<file path="src/rtl/fetch_unit.sv">
// fetch_unit: fetch PC, instruction capture from ram, and a small {pc, instr} FIFO
// handed to decode over valid/ready, flushed on redirect.
module fetch_unit #(
  parameter int                    ARCH_WIDTH = 32,
  parameter logic [ARCH_WIDTH-1:0] RESET_PC   = '0,
  parameter int                    FIFO_DEPTH = 2
) (
  input  logic                  clock,
  input  logic                  reset_n,
  output logic [ARCH_WIDTH-1:0] i_addr,
  input  logic [ARCH_WIDTH-1:0] i_data,
  input  logic                  fetch_enable,
  input  logic                  redirect_valid,
  input  logic [ARCH_WIDTH-1:0] redirect_pc,
  output logic                  out_valid,
  input  logic                  out_ready,
  output logic [ARCH_WIDTH-1:0] out_instr,
  output logic [ARCH_WIDTH-1:0] out_pc
);
  localparam int PW = $clog2(FIFO_DEPTH);
  localparam int CW = PW + 1;
  localparam logic [CW-1:0] DEPTH = CW'(FIFO_DEPTH);

  logic [ARCH_WIDTH-1:0] fetch_pc_q, fetch_pc_d;
  logic [PW-1:0]         wr_ptr_q, wr_ptr_d, rd_ptr_q, rd_ptr_d;
  logic [CW-1:0]         count_q, count_d;
  logic [ARCH_WIDTH-1:0] pc_mem_q    [FIFO_DEPTH];
  logic [ARCH_WIDTH-1:0] instr_mem_q [FIFO_DEPTH];
  logic                  push, pop;
  logic                  unused_ok;

  assign unused_ok = ^redirect_pc[1:0];
  assign i_addr    = {2'b00, fetch_pc_q[ARCH_WIDTH-1:2]};
  assign out_valid = count_q != '0;
  assign out_pc    = out_valid ? pc_mem_q[rd_ptr_q] : '0;
  assign out_instr = out_valid ? instr_mem_q[rd_ptr_q] : '0;

  // A redirect squashes the head and blocks both push and pop in its cycle.
  always_comb begin
    pop        = out_valid && out_ready && !redirect_valid;
    push       = fetch_enable && !redirect_valid && (count_q < DEPTH || pop);
    fetch_pc_d = redirect_valid ? {redirect_pc[ARCH_WIDTH-1:2], 2'b00}
               : push ? fetch_pc_q + ARCH_WIDTH'(4) : fetch_pc_q;
    wr_ptr_d   = redirect_valid ? '0 : push ? wr_ptr_q + PW'(1) : wr_ptr_q;
    rd_ptr_d   = redirect_valid ? '0 : pop ? rd_ptr_q + PW'(1) : rd_ptr_q;
    count_d    = redirect_valid ? '0
               : (push && !pop) ? count_q + CW'(1)
               : (pop && !push) ? count_q - CW'(1) : count_q;
  end

  always_ff @(posedge clock or negedge reset_n) begin
    if (!reset_n) begin
      fetch_pc_q <= RESET_PC;
      wr_ptr_q   <= '0;
      rd_ptr_q   <= '0;
      count_q    <= '0;
    end else begin
      fetch_pc_q <= fetch_pc_d;
      wr_ptr_q   <= wr_ptr_d;
      rd_ptr_q   <= rd_ptr_d;
      count_q    <= count_d;
    end
  end

  // Entry storage needs no reset: outputs are gated by out_valid.
  always_ff @(posedge clock) begin
    if (push) begin
      pc_mem_q[wr_ptr_q]    <= fetch_pc_q;
      instr_mem_q[wr_ptr_q] <= i_data;
    end
  end
endmodule

</file>
<file path="config.mk">
export PLATFORM = sky130hd
export DESIGN_NAME = fetch_unit
export DESIGN_NICKNAME = d
export VERILOG_FILES = /design/src/rtl/fetch_unit.sv
export SDC_FILE = /design/constraint.sdc
export NUM_CORES = 1
export LEC_CHECK = 0
export BUFFER_PORTS_ARGS = -buffer_cell sky130_fd_sc_hd__buf_2
export CORE_AREA = 2 2 142 144
export CTS_BUF_LIST = sky130_fd_sc_hd__clkbuf_16
export CTS_CLUSTER_DIAMETER = 30
export CTS_CLUSTER_SIZE = 14
export DETAILED_ROUTE_END_ITERATION = 10
export DIE_AREA = 0 0 144 146
export GPL_TIMING_DRIVEN = 0
export HOLD_SLACK_MARGIN = 0.12
export PLACE_DENSITY_LB_ADDON = 0.25
export REMOVE_ABC_BUFFERS = 1
export SYNTH_ARGS = -nofsm -noshare
export SYNTH_HDL_FRONTEND = slang
export SYNTH_SLANG_ARGS = --single-unit
</file>
<file path="constraint.sdc">
create_clock -name clock -period 10.3 [get_ports clock]
set_input_delay 2.06 -clock clock [delete_from_list [all_inputs] [get_ports clock]]
set_output_delay 2.06 -clock clock [all_outputs]
set_load 0.05 [all_outputs]
</file>
Yosys cells after proc, flatten, opt, wreduce, memory -nomap -nowiden
Memories as Yosys holds them, arrays and structs flattened.
Index checks and enable logic that the tools add are counted.
{ "classes": {"reduce_logical": 14, "n_lt_le_gt_ge": 1, "muxes": 13, "addsub": 5} }
{ "ops": {"columns": ["cell", "n"], "rows": [
  ["32-bit two-way mux", 4],
  ["32-bit by 3-bit adder with 32-bit output, second input constant", 1],
  ["1-bit logical AND", 6],
  ["1-bit two-way mux", 6],
  ["2-bit two-way mux", 3],
  ["2-bit nonzero test", 3],
  ["1-bit zero test", 3],
  ["3-bit nonzero test", 1],
  ["1-bit adder, second input constant", 2],
  ["2-bit by 1-bit adder with 2-bit output, second input constant", 1],
  ["2-bit less-than comparator, second input constant", 1],
  ["2-bit by 1-bit subtractor with 2-bit output, second input constant", 1],
  ["1-bit logical OR", 1]
]} }
{ "totals": {"regBits": 36, "output_inout_bits": 97, "mem_count": 2, "elab_cells": 39, "input_bits": 69, "ram_bits": 128} }
{ "memory_table": {"columns": ["name", "words", "width", "rd", "rd_clocked_by_memory_dff", "wr", "line_no", "text"], "rows": [
  ["instr_mem_q", 2, 32, 1, 0, 1, "28", "logic [ARCH_WIDTH-1:0] instr_mem_q [FIFO_DEPTH];"],
  ["pc_mem_q", 2, 32, 1, 0, 1, "27", "logic [ARCH_WIDTH-1:0] pc_mem_q [FIFO_DEPTH];"]
]} }

Longest topological paths before layout
{ "depth": {"depth_word": 10, "depth_mapped": 7} }

Worst setup path before layout
No wires, ideal clock.
{ "synth_timing": {"kind": "input to register", "startpoint": "input redirect_valid", "endpoint": "memory instr_mem_q[1][0] (enable)", "setup_slack_ns": 2.687, "arrival_ns": 7.042, "required_time_ns": 9.729, "setup_ns": 0.571, "path_stages": 3, "path_cell_list": "clkbuf_1 -> clkbuf_1 -> nor3b_1"} }
{ "synth_between": {"elab_chain_len": 6, "word_cells_on_any_way": 7} }
{ "synth_rtl": {"columns": ["element", "line_no", "text"], "rows": [
  ["start: declaration", "13", "input logic redirect_valid,"],
  ["1-bit zero test *", "40, 41", null],
  ["1-bit logical AND", "40", "pop = out_valid && out_ready && !redirect_valid;"],
  ["1-bit logical OR", "41", "push = fetch_enable && !redirect_valid && (count_q < DEPTH || pop);"],
  ["1-bit logical AND *", "41", null],
  ["1-bit two-way mux *", "67", "if (push) begin"],
  ["1-bit two-way mux (implied by the code) *", "69", "instr_mem_q[wr_ptr_q] <= i_data;"],
  ["end: declaration", "28", null]
]} }
Every way passes the cells marked *; elsewhere a longest branch is shown, timed or not.

Worst setup path after layout
{ "layout_timing": {"startpoint": "register count_q[1]", "endpoint": "output out_pc[18]"} }
{ "layout_between": {"elab_chain_len": 2} }
{ "layout_rtl": {"columns": ["element", "line_no", "text"], "rows": [
  ["start: declaration", "26", "logic [CW-1:0] count_q, count_d;"],
  ["start signal: assignment", "61", "count_q <= count_d;"],
  ["2-bit nonzero test", "34", "assign out_valid = count_q != '0;"],
  ["32-bit two-way mux", "35", "assign out_pc = out_valid ? pc_mem_q[rd_ptr_q] : '0;"],
  ["end: declaration", "18", "output logic [ARCH_WIDTH-1:0] out_pc"]
]} }
No other way between the ends.

==> flow_summary.json <==
{
  "numCtsBuffers": 17,
  "syn2layout_area_growth_pct": 26.9,
  "grt_pass1_wl_um": 24200,
  "final.fill_count": 1852,
  "final_area_um2": 8500,
  "nets": 735,
  "initial_utilization": 0.346,
  "design.die.area_um2": 21000,
  "worstPathRequired_ns": 8.24,
  "drv_slew": 0,
  "antenna_found_initial": 0,
  "cts-root-buf": "clkbuf_16",
  "ctsHoldBuffers": 0,
  "drtIter0Drc": 136,
  "syn_area_um2": 6700,
  "track_usage": 0.149,
  "p_leak_nw": 3.25,
  "rows": 51,
  "ios": 166,
  "highest_layer": "met4",
  "max-cap-violations": 0,
  "dieHeight_um": 146,
  "worst_slew_pin_slew_ns": 0.973,
  "multiInputGateArea_um2": 2000,
  "ys_ff_latch": 158,
  "wl_met2_um": 7760,
  "critPathArrivalTime_ns": 2.12,
  "synth-main-ff-cell": "edfxtp_1",
  "crit_type": "reg -> out",
  "min_to": "pc_mem_q[0][31]$_DFFE_PP_",
  "async_flop_share": 0.215,
  "port-buffer-count": 159,
  "rrSetupSlack_ns": 7.70,
  "hold_viol": 0,
  "status": "completed",
  "clock_latency_ns": 0.42,
  "p_per_area_nw_per_um2": 200,
  "ys_types": 42,
  "dp_hpwl_um": 11100,
  "seq_area_frac_synth": 0.683,
  "post_cts_resized": 0,
  "wl_met3_um": 856,
  "syn_inst": 502,
  "fmax_ghz": 0.239,
  "drc_errors": 0,
  "clk_pin_slew_worst_paths_ns": 0.06,
  "final_common_cell": "buf_2",
  "fin_crit_ns": 4.18,
  "synth_edf_count": 124,
  "die-width_um": 144,
  "r2r_end": "pc_mem_q[0][18]$_DFFE_PP_",
  "critPathMaxFanout": 37,
  "drive_above_1_share": 0.311,
  "grt_max_degree": 41,
  "cts.sinks": 158,
  "r2r-start": "count_q[1]$_DFFE_PN0P_",
  "setup_violations": 0,
  "drt-total-wl_um": 15800,
  "wl_per_cell_um": 16.8,
  "rsz0062_at_grt": "false",
  "final_cell_mix": "buf_2 (159), edfxtp_1 (124), nor2_1 (88)",
  "min-delay-path-class": "reg -> reg",
  "r2r.worst_path.cells": 5,
  "final_core_util": 0.440,
  "start_kind": "register",
  "yosysWarnings": 0,
  "via_per_inst": 4.91,
  "seq_area_um2": 4580,
  "wirelength_met1_um": 6950,
  "ir_worst_vdd_mv": 0.109,
  "ctsLongestPathBuffers": 2,
  "tritoncts": "done",
  "fin_crit_sh": 0.406,
  "coreArea_um2": 19300,
  "vias": 4634,
  "worst_clock_skew_ns": 0.00738,
  "antenna_cells": 0,
  "dpl_cell_area_um2": 7890,
  "htreeDepth": 4,
  "ant_nets": 0,
  "syn_area_per_cell_um2": 13.3,
  "min_from": "fetch_pc_q[31]$_DFFE_PN0P_",
  "end_kind": "output pin",
  "grt_overflow": 0,
  "gp_congestion": 0.819,
  "grt_pass1_vias": 4760,
  "whs_path_depth": 0,
  "dr.pass1.iters": 5,
  "postCtsSetupBuffers": 0,
  "relSlewSlack": 0.348
}
[layer usage]
metal / GRT usage / vias to the layer above
li1: - / 2209
met1: 0.180 / 2278
met2: 0.259 / 127
met3: 0.0355 / 20
met4: 0.0525 / 0
met5: 0 / -
[power breakdown]
group / internal, W / switching [W]
Clock: 0.000386 / 0.000261
Combinational: 0.0000784 / 0.000209
Sequential: 0.000730 / 0.0000358
[synthesized netlist by cell type, types with 2 or more instances]
cell,number,area share
nor2b_1,3,0.0028
nand4b_1,3,0.0039
buf_4,5,0.0056
nor4_1,2,0.0019
clkbuf_1,19,0.011
nor2_1,89,0.050
or4_1,12,0.013
o21ai_1,14,0.010
nand4_1,11,0.010
xor2_1,7,0.0092
nor3b_1,3,0.0034
and3_1,6,0.0056
o31ai_1,12,0.013
edfxtp_1,124,0.56
inv_2,2,0.0011
o41ai_1,3,0.0039
and4_1,4,0.0052
xnor2_1,4,0.0052
inv_1,2,0.0011
nand2_1,24,0.013
or3_1,4,0.0037
dfrtp_1,34,0.13
and2_1,3,0.0028
a31oi_1,19,0.018
buf_1,6,0.0034
nand3_1,6,0.0045
mux2i_1,63,0.094
nor3_1,4,0.0030
[logic make-up (layout without fill, tap and decap cells)]
family,after synthesis,after routing,share of synthesized area
flip-flops,158,158,0.683
other,1,4,0.000560
adder cells (fa/ha/maj),1,1,0.00187
multiplexers,64,64,0.0958
XOR/XNOR,11,11,0.0144
AO/OA/AOI/OAI,55,55,0.0538
AND/OR/NAND/NOR,177,177,0.128
buffers and inverters,35,208,0.0226
[worst max-delay path by stage]
stage                           start                            to  slack [ns]
2_1_floorplan               out_ready   instr_mem_q[1][0]$_DFFE_PP_        2.68
3_3_place_gp                out_ready  instr_mem_q[1][12]$_DFFE_PP_       -0.32
3_5_place_dp                out_ready  instr_mem_q[0][14]$_DFFE_PP_        5.85
4_1_cts        count_q[1]$_DFFE_PN0P_                    out_pc[19]        6.05
5_1_grt        count_q[1]$_DFFE_PN0P_                    out_pc[11]        5.97
6_report       count_q[1]$_DFFE_PN0P_                    out_pc[18]        6.12
[state kept, by name (all words and copies together) (netlist names)]
name,count
wr_ptr_q,1
pc_mem_q,60
fetch_pc_q,30
instr_mem_q,64
count_q,2
rd_ptr_q,1
[critical path: stages, from the launching register on]
cell	delay (ns)
dfrtp_1	0.46
nor2_4	0.64
buf_12	0.28
nor2_1	0.08
buf_2	0.22
[stage by stage]
stage	cells	hold slack [ns]	setup TNS (ns)	power, W	worst slack (ns)
2_1_floorplan	474	0.519	0	0.000980	2.68
4_1_cts	943	0.525	0	0.00172	6.05
3_5_place_dp	911	0.507	0	0.00107	5.85
3_3_place_gp	898	0.498	-19.28	0.00107	-0.317
5_1_grt	943	0.571	0	0.00177	5.97
6_report	943	0.528	0	0.00170	6.12
[cell type report]
cell class,instances,area share
Clock buffer,17,0.0501
Timing Repair Buffer,172,0.113
Clock inverter,15,0.0219
Multi-Input combinational cell,312,0.236
Sequential cell,158,0.539
Inverter,4,0.00177
Tap cell,265,0.0390
No activity file was read; power rests on OpenSTA's default activity.
